`config.mk`:
```
export PLATFORM = sky130hd
export DESIGN_NAME = ttt_board_engine
export DESIGN_NICKNAME = d
export VERILOG_FILES = /design/src/rtl/ttt_board_engine.sv
export SDC_FILE = /design/constraint.sdc
export NUM_CORES = 1
export LEC_CHECK = 0
export BUFFER_PORTS_ARGS = -buffer_cell sky130_fd_sc_hd__buf_4
export CORE_ASPECT_RATIO = 1.4
export CORE_MARGIN = 4
export CORE_UTILIZATION = 68
export CTS_CLUSTER_DIAMETER = 200
export DETAILED_ROUTE_END_ITERATION = 12
export PLACE_DENSITY = 0.88
export RECOVER_POWER = 100
export SYNTH_ARGS = -nofsm -noshare
export SYNTH_HDL_FRONTEND = slang
export SYNTH_SLANG_ARGS = --single-unit
```
`constraint.sdc`:
```
create_clock -name clock -period 16.6 [get_ports clock]
set_clock_uncertainty 0.1 [all_clocks]
set_input_delay 0.83 -clock clock [delete_from_list [all_inputs] [get_ports clock]]
set_output_delay 0.83 -clock clock [all_outputs]
set_load 0.02 [all_outputs]
```
`src/rtl/ttt_board_engine.sv`:
```
// Tic-tac-toe board engine: stores the 3x3 board, commits player and computer moves,
// and reports illegal-move, board-full and winner status back to the game FSM.
module ttt_board_engine #(
    parameter logic [3:0] SEED       = 4'd1,
    parameter bit         WIN_FREEZE = 1'b1
) (
    input  logic        clock,
    input  logic        reset,
    input  logic        player_play,
    input  logic        computer_play,
    input  logic [3:0]  player_position,
    output logic        illegal_move,
    output logic        no_space,
    output logic        win,
    output logic [1:0]  who,
    output logic [17:0] board,
    output logic [3:0]  computer_position
);

    logic [17:0] r_board;
    logic        r_win;
    logic [1:0]  r_who;
    logic        r_no_space;
    logic [3:0]  r_comp_pos;
    logic [3:0]  r_ptr;

    logic [15:0] w_occ;
    logic [17:0] w_board_next;
    logic        w_frozen;
    logic        w_player_we;
    logic        w_comp_we;
    logic [3:0]  w_start;
    logic [3:0]  w_cand [0:8];
    logic [8:0]  w_cand_empty;
    logic        w_pick_valid;
    logic [3:0]  w_pick;
    logic [7:0]  w_line_p;
    logic [7:0]  w_line_c;
    logic [3:0]  w_ptr_next;

    // Occupancy indexed directly by cell number; index 0 and 10..15 read as
    // occupied so illegal_move becomes a single lookup.
    assign w_occ[0]     = 1'b1;
    assign w_occ[15:10] = 6'b111111;

    genvar gi;
    generate
        for (gi = 1; gi <= 9; gi++) begin : g_occ
            assign w_occ[gi] = |r_board[2*gi-1 -: 2];
        end
    endgenerate

    assign illegal_move = w_occ[player_position];
    assign w_frozen     = WIN_FREEZE & r_win;
    assign w_player_we  = player_play & ~illegal_move & ~w_frozen;
    assign w_start      = (r_ptr >= 4'd1 && r_ptr <= 4'd9) ? r_ptr : 4'd1;

    // Scan candidates: offset k from the pointer, wrapping 9 -> 1.
    generate
        for (gi = 0; gi <= 8; gi++) begin : g_scan
            logic [4:0] w_sum;
            assign w_sum            = {1'b0, w_start} + 5'(gi);
            assign w_cand[gi]       = (w_sum > 5'd9) ? 4'(w_sum - 5'd9) : w_sum[3:0];
            assign w_cand_empty[gi] = ~w_occ[w_cand[gi]];
        end
    endgenerate

    always_comb begin
        w_pick_valid = 1'b0;
        w_pick       = 4'd0;
        for (int k = 8; k >= 0; k--) begin
            if (w_cand_empty[k]) begin
                w_pick_valid = 1'b1;
                w_pick       = w_cand[k];
            end
        end
    end

    assign w_comp_we = computer_play & ~player_play & ~w_frozen & w_pick_valid;

    generate
        for (gi = 1; gi <= 9; gi++) begin : g_cell
            assign w_board_next[2*gi-1 -: 2] =
                (w_player_we && player_position == 4'(gi)) ? 2'b01 :
                (w_comp_we   && w_pick          == 4'(gi)) ? 2'b10 :
                r_board[2*gi-1 -: 2];
        end
    endgenerate

    // Lines 0-2 rows, 3-5 columns, 6 main diagonal, 7 anti-diagonal.
    generate
        for (gi = 0; gi < 8; gi++) begin : g_line
            localparam int A = (gi < 3) ? 3*gi + 1 : (gi < 6) ? gi - 2 : (gi == 6) ? 1 : 3;
            localparam int S = (gi < 3) ? 1 : (gi < 6) ? 3 : (gi == 6) ? 4 : 2;
            assign w_line_p[gi] = (r_board[2*A-1 -: 2]       == 2'b01) &&
                                  (r_board[2*(A+S)-1 -: 2]   == 2'b01) &&
                                  (r_board[2*(A+2*S)-1 -: 2] == 2'b01);
            assign w_line_c[gi] = (r_board[2*A-1 -: 2]       == 2'b10) &&
                                  (r_board[2*(A+S)-1 -: 2]   == 2'b10) &&
                                  (r_board[2*(A+2*S)-1 -: 2] == 2'b10);
        end
    endgenerate

    assign w_ptr_next = (r_ptr >= 4'd1 && r_ptr <= 4'd8) ? r_ptr + 4'd1 : 4'd1;

    // Status is taken from the registered board, so it trails the write by one cycle.
    always_ff @(posedge clock or posedge reset) begin
        if (reset) begin
            r_board    <= 18'd0;
            r_win      <= 1'b0;
            r_who      <= 2'b00;
            r_no_space <= 1'b0;
            r_comp_pos <= 4'd0;
            r_ptr      <= SEED;
        end else begin
            r_board    <= w_board_next;
            r_ptr      <= w_ptr_next;
            r_no_space <= &w_occ[9:1];
            if (w_comp_we) begin
                r_comp_pos <= w_pick;
            end
            if (!r_win) begin
                r_win <= (|w_line_p) | (|w_line_c);
                r_who <= (|w_line_p) ? 2'b01 : (|w_line_c) ? 2'b10 : 2'b00;
            end
        end
    end

    assign board             = r_board;
    assign win               = r_win;
    assign who               = r_who;
    assign no_space          = r_no_space;
    assign computer_position = r_comp_pos;

endmodule

```
# == After elaboration in Yosys (flattened, before gate mapping) ==
# Index checks and enable logic that the tools add are counted.
# word_totals
regBits,30
latch_bits,0
mem_bits_rw,0
romBits,0
output_inout_bits,27
mem_count,0
# op_classes
add_sub_neg,18
mul,0
div,0
magnitude_cmp,22
n_eq_ne,36
shift,0
mux,70
n_bitwise,9
n_reduce_logical,73
# ops
operator,count
2-to-1 mux 4 bit,20
logical AND 1 bit,52
"< comparator 4 x 5 -> 1 bit, second input constant",10
binary-select mux 1 bit (select 4 bit),10
"greater-than comparator 5 x 4 -> 1 bit, second input constant",8
2-to-1 mux 2 bit,20
"subtractor 4 bit, second input constant",9
"== test 4 x 3 -> 1 bit, second input constant",8
"adder 4 x 3 -> 5 bit, second input constant",4
2-to-1 mux 1 bit,20
"== test 2 x 1 -> 1 bit, second input constant",9
"== test 2 bit, second input constant",9
nonzero test 2 bit,9
OR reduction 2 bit,9
"== test 4 x 2 -> 1 bit, second input constant",4
"== test 4 bit, second input constant",4
OR reduction 8 bit,2
"adder 4 x 2 -> 5 bit, second input constant",2
AND reduction 9 bit,1
"== test 4 x 1 -> 1 bit, second input constant",2
"<= comparator 4 bit, second input constant",2
"adder 4 x 1 -> 5 bit, second input constant",1
"adder 4 x 4 -> 5 bit, second input constant",1
AND 1 bit,5
other kinds (5),7

# == Depth between registers and ports, before layout ==
# depth
depth_word,21
depth_mapped,25
ltp_nobuf,19

# == Worst setup path after synthesis ==
# OpenSTA, ideal clock, no wires.
# synth_timing
path_kind,register to register
from,register r_ptr[0]
to,register r_comp_pos[2] (netlist: computer_position[2])
setup_ps,125
arrival_ps,5285
slack_ps,11090
stages_incl_launch_ff,20
synth_period_minus_slack_ps,5510
path_cell_list,dfstp_2 > buf_2 > buf_2 > inv_1 > ha_1 > buf_2 > o21bai_1 > a21oi_1 > nand2_1 > inv_2 > ha_1 > a221oi_1 > a21oi_2 > xnor2_2 > mux2_2 > a32oi_2 > o21ai_2 > or3_1 > o31ai_4 > mux2_2
# synth_between
elab_chain_len,18
elab_cells_between_ends,76
cone_classes,17 x add/sub; 11 x order compare; 46 x mux; 1 x bitwise; 1 x reduce/logical
# synth_rtl
element,line_no,rtl
start: declaration,25,logic [3:0] r_ptr;
start signal: assignment,117,r_ptr <= w_ptr_next;
>= comparator 4 x 1 -> 1 bit or <= comparator 4 bit (tied branches),56,assign w_start = (r_ptr >= 4'd1 && r_ptr <= 4'd9) ? r_ptr : 4'd1;
logical AND 1 bit,56,
2-to-1 mux 4 bit *,56,
adder 4 x 4 -> 5 bit,62,"assign w_sum = {1'b0, w_start} + 5'(gi);"
subtractor 4 bit or greater-than comparator 5 x 4 -> 1 bit (tied branches),63,assign w_cand[gi] = (w_sum > 5'd9) ? 4'(w_sum - 5'd9) : w_sum[3:0];
2-to-1 mux 4 bit,63,
binary-select mux 1 bit (select 4 bit),64,assign w_cand_empty[gi] = ~w_occ[w_cand[gi]];
2-to-1 mux 1 bit (implied by the code),64,
2-to-1 mux 1 bit (9 in a row),72,if (w_cand_empty[k]) begin
AND 1 bit,79,assign w_comp_we = computer_play & ~player_play & ~w_frozen & w_pick_valid;
end signal: assignment,120,r_comp_pos <= w_pick;
end: declaration,24,logic [3:0] r_comp_pos;
# Every way passes the cells marked *; elsewhere a longest branch is shown, timed or not. The select of a mux whose other input is x is not followed.
# A chain may end at the register's enable or synchronous reset.

# == Worst setup path in the final report ==
# layout_timing
from,register r_ptr[0]
to,register r_board[11] (netlist: board[11])
# layout_between
elab_chain_len,20
elab_cells_between_ends,79
cone_classes,17 x add/sub; 11 x order compare; 1 x eq/ne; 46 x mux; 1 x bitwise; 3 x reduce/logical
# layout_rtl
element,line_no,rtl
>= comparator 4 x 1 -> 1 bit or <= comparator 4 bit (tied branches),56,
logical AND 1 bit,56,
2-to-1 mux 4 bit *,56,
adder 4 x 4 -> 5 bit,62,
subtractor 4 bit or greater-than comparator 5 x 4 -> 1 bit (tied branches),63,
2-to-1 mux 4 bit,63,
binary-select mux 1 bit (select 4 bit),64,
2-to-1 mux 1 bit (implied by the code),64,
2-to-1 mux 4 bit or 2-to-1 mux 1 bit (tied branches) (9 in a row),72,
== test 4 x 3 -> 1 bit or AND 1 bit (tied branches),"85, 79",
logical AND 1 bit *,85,(w_comp_we && w_pick == 4'(gi)) ? 2'b10 :
nonzero test 2 bit (no source line) *,-,
end signal: assignment,116,r_board <= w_board_next;
end: declaration,20,logic [17:0] r_board;
# Marks and branches as above.

==> flow_summary.yaml <==
clock_tree:
  later_pin_clock_latency_in_the_skew_report_ns: 0.31
  clock_pin_slew_on_the_worst_setup_and_hold_paths_ns: 0.08
  cts_post_setup_buffers_inserted: 0
  clock_tree.htree_level_count: 2
  max-clock-path-buffers: 2
  cts.hold.buffers_added: 0
  cts_buffers: 5
  numClockSinks: 30
  cts-resized-gates: 0
  cts-root-buf: "clkbuf_8"
  cts_tree: "built"
placed_design:
  dp_hpwl_um: 14500
  place_congestion: 1.13
  port-buffer-count: 34
  placed_cells_incl_taps: 781
global_routing:
  pin_count_of_the_biggest_net_entering_global_routing: 39
  globalRoute.totalOverflow: 0
  grt_antenna_before_repair: 0
  grt.total_usage_pct: 42.7
  vias_in_the_first_global_route: 5983
  first_pass_grt_wire_length_um: 30600
critical_path:
  setup.worst_path.end_class: "flop"
  timing.critical_path.from_type: "flop"
  r2r_setup_slack_ns: 8.32
  cp.arrival_ns: 8.37
  cp_max_fo: 20
  worstSetupPathType: "flop to flop"
  worst-endpoint-required_ns: 16.69
floorplanning:
  die-area_um2: 9290
  boundaryPins: 35
  die-height_um: 112
  die_width_um: 82.6
  fp.coreArea_um2: 7450
  rows: 37
  initial_core_util_pct: 71.1
detailed_routing:
  detailedRoute.firstPassIterationCount: 7
  drt-total-wl_um: 19400
  via_count: 6163
  vias_per_cell: 7.81
  detail_route.wl_per_cell_um: 24.6
  starting_drc_count_in_detailed_routing: 913
  ant_nets: 0
  drt_drc_violations_left: 0
synth:
  synth_top_area_share_pct: 13.7
  synth-simple-area-share_pct: 29.3
  synthAdderAreaFrac_pct: 4.96
  post_synth_num_cell_types: 104
  synthMuxAreaShare_pct: 6.44
  ys.flop_type: "dfrtp_1"
  synth_compound_area_share_pct: 37.3
  syn_nets: 714
  ys_top_cells_by_area: "dfrtp_1, ha_1, mux2i_1"
  synth-edff-count: 0
  mappedNetlistArea_um2: 5300
  syn_inst: 685
  synth.ff_latch_count: 30
  ys_seq_area_share_pct: 14.2
  yosys.area_share.xor_xnor_pct: 2.27
  yosysWarnings: 0
  synth_async_sr_flop_share_pct: 100
  postSynthAreaPerCell_um2: 7.74
  synth_top_cell_by_area: "dfrtp_1"
  synth_top_family_by_area: "compound AO/OA/AOI/OAI gates"
sta:
  slew_headroom_pct: 20.6
  timing.final.hold_violations: 0
  setup-violations-final: 0
  timing.fmax_ghz: 0.121
  finalHoldWorstSlack_ns: 0.384
  unrepaired_setup_endpoints_after_global_routing: "no"
  timing_worst_slew_pin_value_ns: 1.19
  min_period_over_period_pct: 49.9
  drv_slew: 0
  totalNegativeSetupSlack_ns: 0
  layout_min_cycle_time_ns: 8.28
run_status:
  outcome: "complete, no violations"
pwr:
  share_of_power_burned_in_registers_pct: 23.4
  vdd_ir_drop_max_v: 0.000131
  clock_power_share_pct: 13.4
  netSwitchingFraction_pct: 54.4
  power_switching_uw: 321
  comb_power_share_pct: 63.2
  power_density_nw_per_um2: 107
  power_leakage_nw: 2.25
  power.internal_uw: 269
cells_and_area:
  drive_gt1_share_pct: 12.3
  instances_no_fill: 789
  layout-area-overhead-vs-synth_pct: 3.63
  nNetsFinal: 720
  antenna_cells: 0
  count_of_filler_cells_inserted_in_the_layout: 603
worst_hold_path:
  hold_class: "flop to flop"
flow_run:
  number_of_max_cap_violations: 0
-- kinds of logic after synthesis --
| family | count (synthesis) |
|---|---|
| DFF | 30 |
| adders and majority gates | 21 |
| buffers and inverters | 65 |
| and+or+nand+nor | 273 |
| AOI/OAI and AO/OA | 256 |
| muxes | 31 |
| xor gates and xnor gates | 9 |
-- power groups by stage --
stage	Combinational [mW]	Sequential [mW]	Clock (mW)
after floorplan	0.234	0.146	0
after global placement	0.374	0.134	0
after detailed placement	0.381	0.137	0
after CTS	0.384	0.136	0.0782
after global routing	0.391	0.140	0.0811
final	0.373	0.138	0.0792
-- cell usage after synthesis (11+ instances only) --
master / n
o211ai_1: 16
a211oi_1: 16
o21a_1: 11
nand3_1: 18
nand2b_1: 14
nor2_1: 48
o21ai_0: 31
ha_1: 21
nor2b_1: 12
or2_2: 13
clkbuf_1: 18
mux2i_1: 24
dfrtp_1: 29
buf_2: 13
o21ai_1: 11
nor3_1: 24
nand2_1: 55
inv_1: 20
a21oi_1: 41
-- stage by stage --
| step | setup WS [ns] | utilization [%] | power [mW] | area, µm² |
|---|---|---|---|---|
| 4_1_cts | 9.86 | 75.5 | 0.598 | 5630 |
| 5_1_grt | 7.75 | 73.7 | 0.613 | 5500 |
| 3_5_place_dp | 9.92 | 74.0 | 0.518 | 5520 |
| 6_report | 8.32 | 73.7 | 0.590 | 5500 |
| 2_1_floorplan | 11.09 | - | 0.381 | 5300 |
| 3_3_place_gp | 9.99 | 74.0 | 0.507 | 5520 |
-- sequential cells by signal, indices dropped and copies added (netlist names) --
signal and count:
board 18, computer_position 4, r_ptr 4, who 2
no_space 1, win 1
-- layout make-up --
| type | count | area, µm² | share of cell area [%] |
|---|---|---|---|
| multi-input combinational | 590 | 4220 | 76.9 |
| timing repair buffer | 39 | 188 | 3.42 |
| clock buffer | 5 | 68.8 | 1.25 |
| clock inverter | 3 | 45.0 | 0.820 |
| tap | 97 | 121 | 2.21 |
| sequential | 30 | 752 | 13.7 |
| inverter | 25 | 96.3 | 1.75 |
-- routing by layer --
| layer | vias to the layer above | GRT usage (%) | share of wire, % | wire [µm] |
|---|---|---|---|---|
| met1 | 2808 | 49.9 | 36 | 6900 |
| met4 | 0 | 30.2 | 8.5 | 1650 |
| met2 | 537 | 67.0 | 46 | 8890 |
| met3 | 140 | 9.63 | 10 | 1980 |
| met5 | - | 0 | 0 | 0 |
| li1 | 2678 | - | - | - |
-- cells in the final DEF, fill, tap and decap left out, types with 18 or more instances in the layout --
cell       n
mux2i_1   24
nand2_1   55
nor3_1    24
a21oi_1   41
nand3_1   18
dfrtp_1   29
inv_1     21
nor2_1    49
o21ai_0   32
clkbuf_1  28
ha_1      21
-- critical path, stage by stage, from the launching register on --
cell	delay, ns
dfstp_1	0.93
inv_1	0.16
ha_1	0.37
o21bai_1	0.49
a21oi_1	0.24
nand2_1	0.59
inv_1	0.54
ha_1	0.52
a221oi_1	0.82
a21oi_2	0.22
xnor2_2	0.29
mux2_2	0.39
a32oi_1	0.24
o21ai_0	0.35
or3_1	0.46
o31ai_1	0.84
nor2_1	0.29
a31o_1	0.30
-- worst paths after layout --
path / from / end / depth (start not counted)
max: r_ptr[0] / board[11] / 17
min: computer_position[3] / computer_position[3] / 1
max reg2reg: r_ptr[0] / board[11] / 17
min reg2reg: computer_position[3] / computer_position[3] / 1
max in group asynchronous: reset / board[11] / 2
min in group asynchronous: reset / r_ptr[1] / 2
Power figures use the tool's default switching activity.
